**src/rtl/lut_config_loader.sv**
```systemverilog
`default_nettype none
// ============================================================================
// Module  : lut_config_loader
// Brief   : Assembles word-serial bitstream beats into LUT frames and commits
//           them one LUT at a time. Optional LOADER_PARITY_EN adds a parity beat.
// Rev     : 1.0
// ============================================================================
module lut_config_loader #(
   parameter int MEM_SIZE     = 16,
   parameter int CONFIG_WIDTH = 4,
   parameter int NUM_LUTS     = 4
) (
   input  logic                    config_clk,
   input  logic                    config_rst,
   input  logic                    start,
   input  logic                    bs_valid,
   input  logic [CONFIG_WIDTH-1:0] bs_data,
   output logic                    bs_ready,
   output logic [MEM_SIZE-1:0]     config_data,
   output logic [NUM_LUTS-1:0]     config_en,
   output logic                    busy,
   output logic                    done,
   output logic                    error
);

   localparam int WORDS = MEM_SIZE / CONFIG_WIDTH;
   localparam int BW    = (WORDS > 1) ? $clog2(WORDS) : 1;
   localparam int IW    = (NUM_LUTS > 1) ? $clog2(NUM_LUTS) : 1;

   localparam logic [BW-1:0]       c_LAST_BEAT = BW'(WORDS - 1);
   localparam logic [IW-1:0]       c_LAST_LUT  = IW'(NUM_LUTS - 1);
   localparam logic [NUM_LUTS-1:0] c_EN_ONE    = NUM_LUTS'(1);

   typedef enum logic [2:0] {
      S_IDLE   = 3'd0,
      S_SHIFT  = 3'd1,
      S_PARITY = 3'd2,
      S_COMMIT = 3'd3,
      S_DONE   = 3'd4
   } state_t;

   state_t                r_state;
   state_t                w_state_nxt;
   logic [BW-1:0]         r_beat;
   logic [IW-1:0]         r_idx;
   logic [MEM_SIZE-1:0]   r_config_data;
   logic [NUM_LUTS-1:0]   r_config_en;
   logic                  r_done;
   logic                  w_start_ok;

   // A start coinciding with the done pulse belongs to the finished load.
   assign w_start_ok = start && !r_done;

`ifdef LOADER_PARITY_EN
   logic r_error;
   logic w_parity_ok;

   assign w_parity_ok = (bs_data[0] == ^r_config_data);
   assign error       = r_error;
`else
   assign error       = 1'b0;
`endif

   always_comb begin
      w_state_nxt = r_state;
      bs_ready    = 1'b0;
      busy        = (r_state != S_IDLE);
      case (r_state)
         S_IDLE: begin
            if (w_start_ok) w_state_nxt = S_SHIFT;
         end
         S_SHIFT: begin
            bs_ready = 1'b1;
            if (bs_valid && (r_beat == c_LAST_BEAT)) begin
`ifdef LOADER_PARITY_EN
               w_state_nxt = S_PARITY;
`else
               w_state_nxt = S_COMMIT;
`endif
            end
         end
`ifdef LOADER_PARITY_EN
         S_PARITY: begin
            bs_ready = 1'b1;
            if (bs_valid) w_state_nxt = w_parity_ok ? S_COMMIT : S_DONE;
         end
`endif
         S_COMMIT: begin
            w_state_nxt = (r_idx == c_LAST_LUT) ? S_DONE : S_SHIFT;
         end
         S_DONE: begin
            w_state_nxt = S_IDLE;
         end
         default: begin
            w_state_nxt = S_IDLE;
         end
      endcase
   end

   always_ff @(posedge config_clk or posedge config_rst) begin
      if (config_rst) begin
         r_state <= S_IDLE;
      end else begin
         r_state <= w_state_nxt;
      end
   end

   // Commit strobe and done are registered so both leave the block glitch-free;
   // config_data still holds the frame during the strobe cycle.
   always_ff @(posedge config_clk or posedge config_rst) begin
      if (config_rst) begin
         r_beat        <= '0;
         r_idx         <= '0;
         r_config_data <= '0;
         r_config_en   <= '0;
         r_done        <= 1'b0;
`ifdef LOADER_PARITY_EN
         r_error       <= 1'b0;
`endif
      end else begin
         r_config_en <= '0;
         r_done      <= (r_state == S_DONE);
         case (r_state)
            S_IDLE: begin
               if (w_start_ok) begin
                  r_beat  <= '0;
                  r_idx   <= '0;
`ifdef LOADER_PARITY_EN
                  r_error <= 1'b0;
`endif
               end
            end
            S_SHIFT: begin
               if (bs_valid) begin
                  r_config_data[r_beat*CONFIG_WIDTH +: CONFIG_WIDTH] <= bs_data;
                  r_beat <= (r_beat == c_LAST_BEAT) ? '0 : r_beat + 1'b1;
               end
            end
`ifdef LOADER_PARITY_EN
            S_PARITY: begin
               if (bs_valid && !w_parity_ok) r_error <= 1'b1;
            end
`endif
            S_COMMIT: begin
               r_config_en <= c_EN_ONE << r_idx;
               if (r_idx != c_LAST_LUT) r_idx <= r_idx + 1'b1;
            end
            default: begin
            end
         endcase
      end
   end

   assign config_data = r_config_data;
   assign config_en   = r_config_en;
   assign done        = r_done;

endmodule
`default_nettype wire

```
**config.mk**
```make
export PLATFORM = sky130hd
export DESIGN_NAME = lut_config_loader
export DESIGN_NICKNAME = d
export VERILOG_FILES = /design/src/rtl/lut_config_loader.sv
export SDC_FILE = /design/constraint.sdc
export NUM_CORES = 1
export LEC_CHECK = 0
export ABC_CLOCK_PERIOD_IN_PS = 2100
export CORE_MARGIN = 5
export CORE_UTILIZATION = 45
export DETAILED_ROUTE_END_ITERATION = 10
export PLACE_DENSITY = 0.79
export SYNTH_ARGS = -nofsm -noshare
export SYNTH_HDL_FRONTEND = slang
export SYNTH_SLANG_ARGS = --single-unit
```
**constraint.sdc**
```tcl
create_clock -name config_clk -period 2.1 [get_ports config_clk]
set_input_delay 0.42 -clock config_clk [delete_from_list [all_inputs] [get_ports config_clk]]
set_output_delay 0.42 -clock config_clk [all_outputs]
set_load 0.02 [all_outputs]
```
==> flow_metrics.py <==
metrics = {
    "outcome": {
        "status": "completed",
    },
    "clocking": {
        "cts_tree": "yes",
        "path_clk_slew_ns": 0.15,
        "clk_path_buf_depth": 2,
        "cts_resized": 4,
        "cts_max_level": 1,
        "cts_hold_buf": 0,
        "clock_latency_ns": 0.32,
        "cts_inserted_buffers": 3,
        "post-cts-setup-buffers": 0,
        "clock-root-buffer": "clkbuf_4",
        "cts.sinks": 28,
    },
    "synth": {
        "avgSynthCellArea_um2": 11.5,
        "syn_area_mm2": 0.00145,
        "synth.net_count": 143,
        "synth-warning-count": 0,
        "yosysSeqAreaShare_pct": 48.2,
        "ys_types": 33,
        "syn_inst": 126,
        "ys_ff_latch": 28,
    },
    "die": {
        "die_h_um": 66.8,
        "start_util_pct": 47.2,
        "die_area_mm2": 0.00446,
        "num_rows": 20,
        "die_w_um": 66.8,
        "core_region_area_mm2": 0.00308,
        "io_pins": 32,
    },
    "layout": {
        "final_cell_area_mm2": 0.00184,
        "final_nets": 174,
        "drive_gt1_share_pct": 14.1,
        "final_common_cell": "clkdlybuf4s50_1",
        "final_cell_mix": "clkdlybuf4s50_1, dfrtp_1, and3_1",
        "fin_util_pct": 59.6,
        "antenna_cells": 0,
        "area_delta_synth_final_pct": 26.4,
    },
    "sta": {
        "fin_worst_skew_ns": 0.00133,
        "max_freq_mhz": 539,
        "finalCriticalPeriod_ns": 1.86,
        "final-hold-violation-count": 0,
        "rsz0062_at_grt": "false",
        "hold-worst-slack_ns": 0.445,
        "post-route-period-util_pct": 88.4,
        "fin_setup_tns_ns": 0,
        "setup_viol": 0,
        "slew_viol_final": 0,
    },
    "placed_design": {
        "place_congestion": 0.816,
        "portBuffers": 30,
        "dpl.hpwl_mm": 2.17,
        "postPlaceCellArea_mm2": 0.00178,
    },
    "global_route": {
        "grt_pass1_wl_mm": 4.71,
        "first_global_vias": 1059,
        "grt_max_degree": 29,
        "antenna_found_initial": 0,
        "global_route.usage.total_pct": 14.0,
        "overflow": 0,
    },
    "route": {
        "ant_nets": 0,
        "via_per_inst": 5.14,
        "avgRoutedWirePerCell_um": 14.0,
        "drc": 0,
        "vias": 1027,
        "drtIter0Drc": 16,
        "firstDrtPassIters": 4,
        "wl_mm": 2.80,
    },
    "worst_setup_path": {
        "reg2reg_to": "config_data[8]",
        "crit_path_max_fanout": 15,
        "r2r-start": "r_beat[1]",
        "end_kind": "output port",
        "cp-start-kind": "flip-flop",
        "worstPathRequired_ns": 1.68,
        "path_cells": "nor2_1 > nand2_1 > dlygate4sd2_1",
        "cpMaxStageDelayCell": "dfrtp_2",
        "r2r_cells": 5,
        "cp.arrival_ns": 1.44,
        "r2r_slack_ns": 0.41,
        "max_stage_delay_ns": 0.52,
        "worst-setup-path-type": "flip-flop to output port",
    },
    "power_and_ir_drop": {
        "peakVddDrop_mv": 0.487,
        "p_leak_nw": 0.940,
        "total_power_mw": 2.38,
        "power_density_mw_per_mm2": 1300,
    },
    "worst_hold_path": {
        "hp-class": "input pin to async pin",
    },
    "job": {
        "max_cap_violations": 0,
    },
}
==> registers in the layout, indices dropped and copies added (netlist names) <==
| register | flops |
|---|---|
| config_en | 4 |
| r_idx | 2 |
| r_state | 3 |
| r_beat | 2 |
| done | 1 |
| config_data | 16 |
==> through the flow <==
stage / setup slack, ns / cells
6_report: 0.244 / 200
5_1_grt: 0.138 / 200
3_3_place_gp: 0.261 / 196
4_1_cts: 0.225 / 200
3_5_place_dp: 0.195 / 196
2_1_floorplan: 0.293 / 126
==> worst max path at each step <==
stage	start	endpoint	slack, ns	cells after the start
after floorplan	r_beat[0]	config_data[10]	0.29	7
after global placement	bs_valid	config_data[1]	0.26	5
after detailed placement	bs_valid	config_data[9]	0.19	5
after CTS	r_state[1]	busy	0.22	3
after global routing	r_state[1]	busy	0.14	3
final	r_state[1]	busy	0.24	3
==> power by group <==
group	internal, mW	switching, mW
clock	0.193	0.155
sequential	0.710	0.126
combinational	0.586	0.609
==> kinds of logic (layout without fill, tap and decap cells) <==
family | count (synthesis) | count (layout) | share of synthesized area (%)
AOI/OAI and AO/OA | 20 | 20 | 11.0
buffers and inverters | 15 | 45 | 5.34
and+or+nand+nor | 44 | 44 | 19.5
muxes | 9 | 9 | 7.92
DFF | 28 | 28 | 48.2
adders and majority gates | 9 | 9 | 7.75
other | 1 | 1 | 0.258
==> worst max-delay path, delay by kind of cell (launching register included) <==
| kind | cells | cell delay (ns) |
|---|---|---|
| buffers and inverters | 1 | 0.32 |
| AND/OR/NAND/NOR | 2 | 0.27 |
| flip-flops | 1 | 0.52 |
==> area by class of cell <==
| type | count | area (um^2) |
|---|---|---|
| inverters | 8 | 30.0 |
| flip-flops and latches | 28 | 703 |
| multi-input cells | 83 | 674 |
| well taps | 44 | 55.1 |
| clock inverters | 1 | 30.0 |
| clock buffers | 3 | 22.5 |
| fillers | 258 | 1240 |
| repair buffers | 33 | 320 |
==> synth_stat cells <==
cell type	number	area, um^2
nand3b_1	1	7.51
a311oi_1	1	8.76
nor3b_1	2	15.0
nor2b_1	4	25.0
nand2_1	5	18.8
nor4b_2	1	15.0
a31oi_1	2	12.5
and4bb_2	2	25.0
o21ai_0	1	5.00
a21oi_1	4	20.0
a22o_1	1	8.76
and3_1	11	68.8
a21bo_1	8	80.1
mux2_4	4	60.1
nor3_1	3	15.0
nor2_1	3	11.3
o21bai_1	1	7.51
buf_6	2	22.5
o2bb2ai_1	1	8.76
or4b_1	1	10.0
nand4_1	8	50.1
nand2_2	2	12.5
buf_2	2	10.0
mux2i_1	1	10.0
ha_1	9	113
buf_4	1	7.51
conb_1	1	3.75
dfrtp_1	28	701
clkbuf_1	2	7.51
and4_1	1	8.76
mux2_2	4	45.0
inv_1	8	30.0
o32ai_1	1	8.76
==> layer usage <==
layer | track usage (%) | share of wire, % | up-vias | routed length (um)
met5 | 0 | 0 | - | 0
met2 | 25.9 | 53 | 20 | 1490
li1 | - | - | 508 | -
met1 | 15.8 | 41 | 497 | 1160
met3 | 2.87 | 4.9 | 2 | 137
met4 | 4.57 | 0.57 | 0 | 16
No activity file was read; power rests on OpenSTA's default activity.
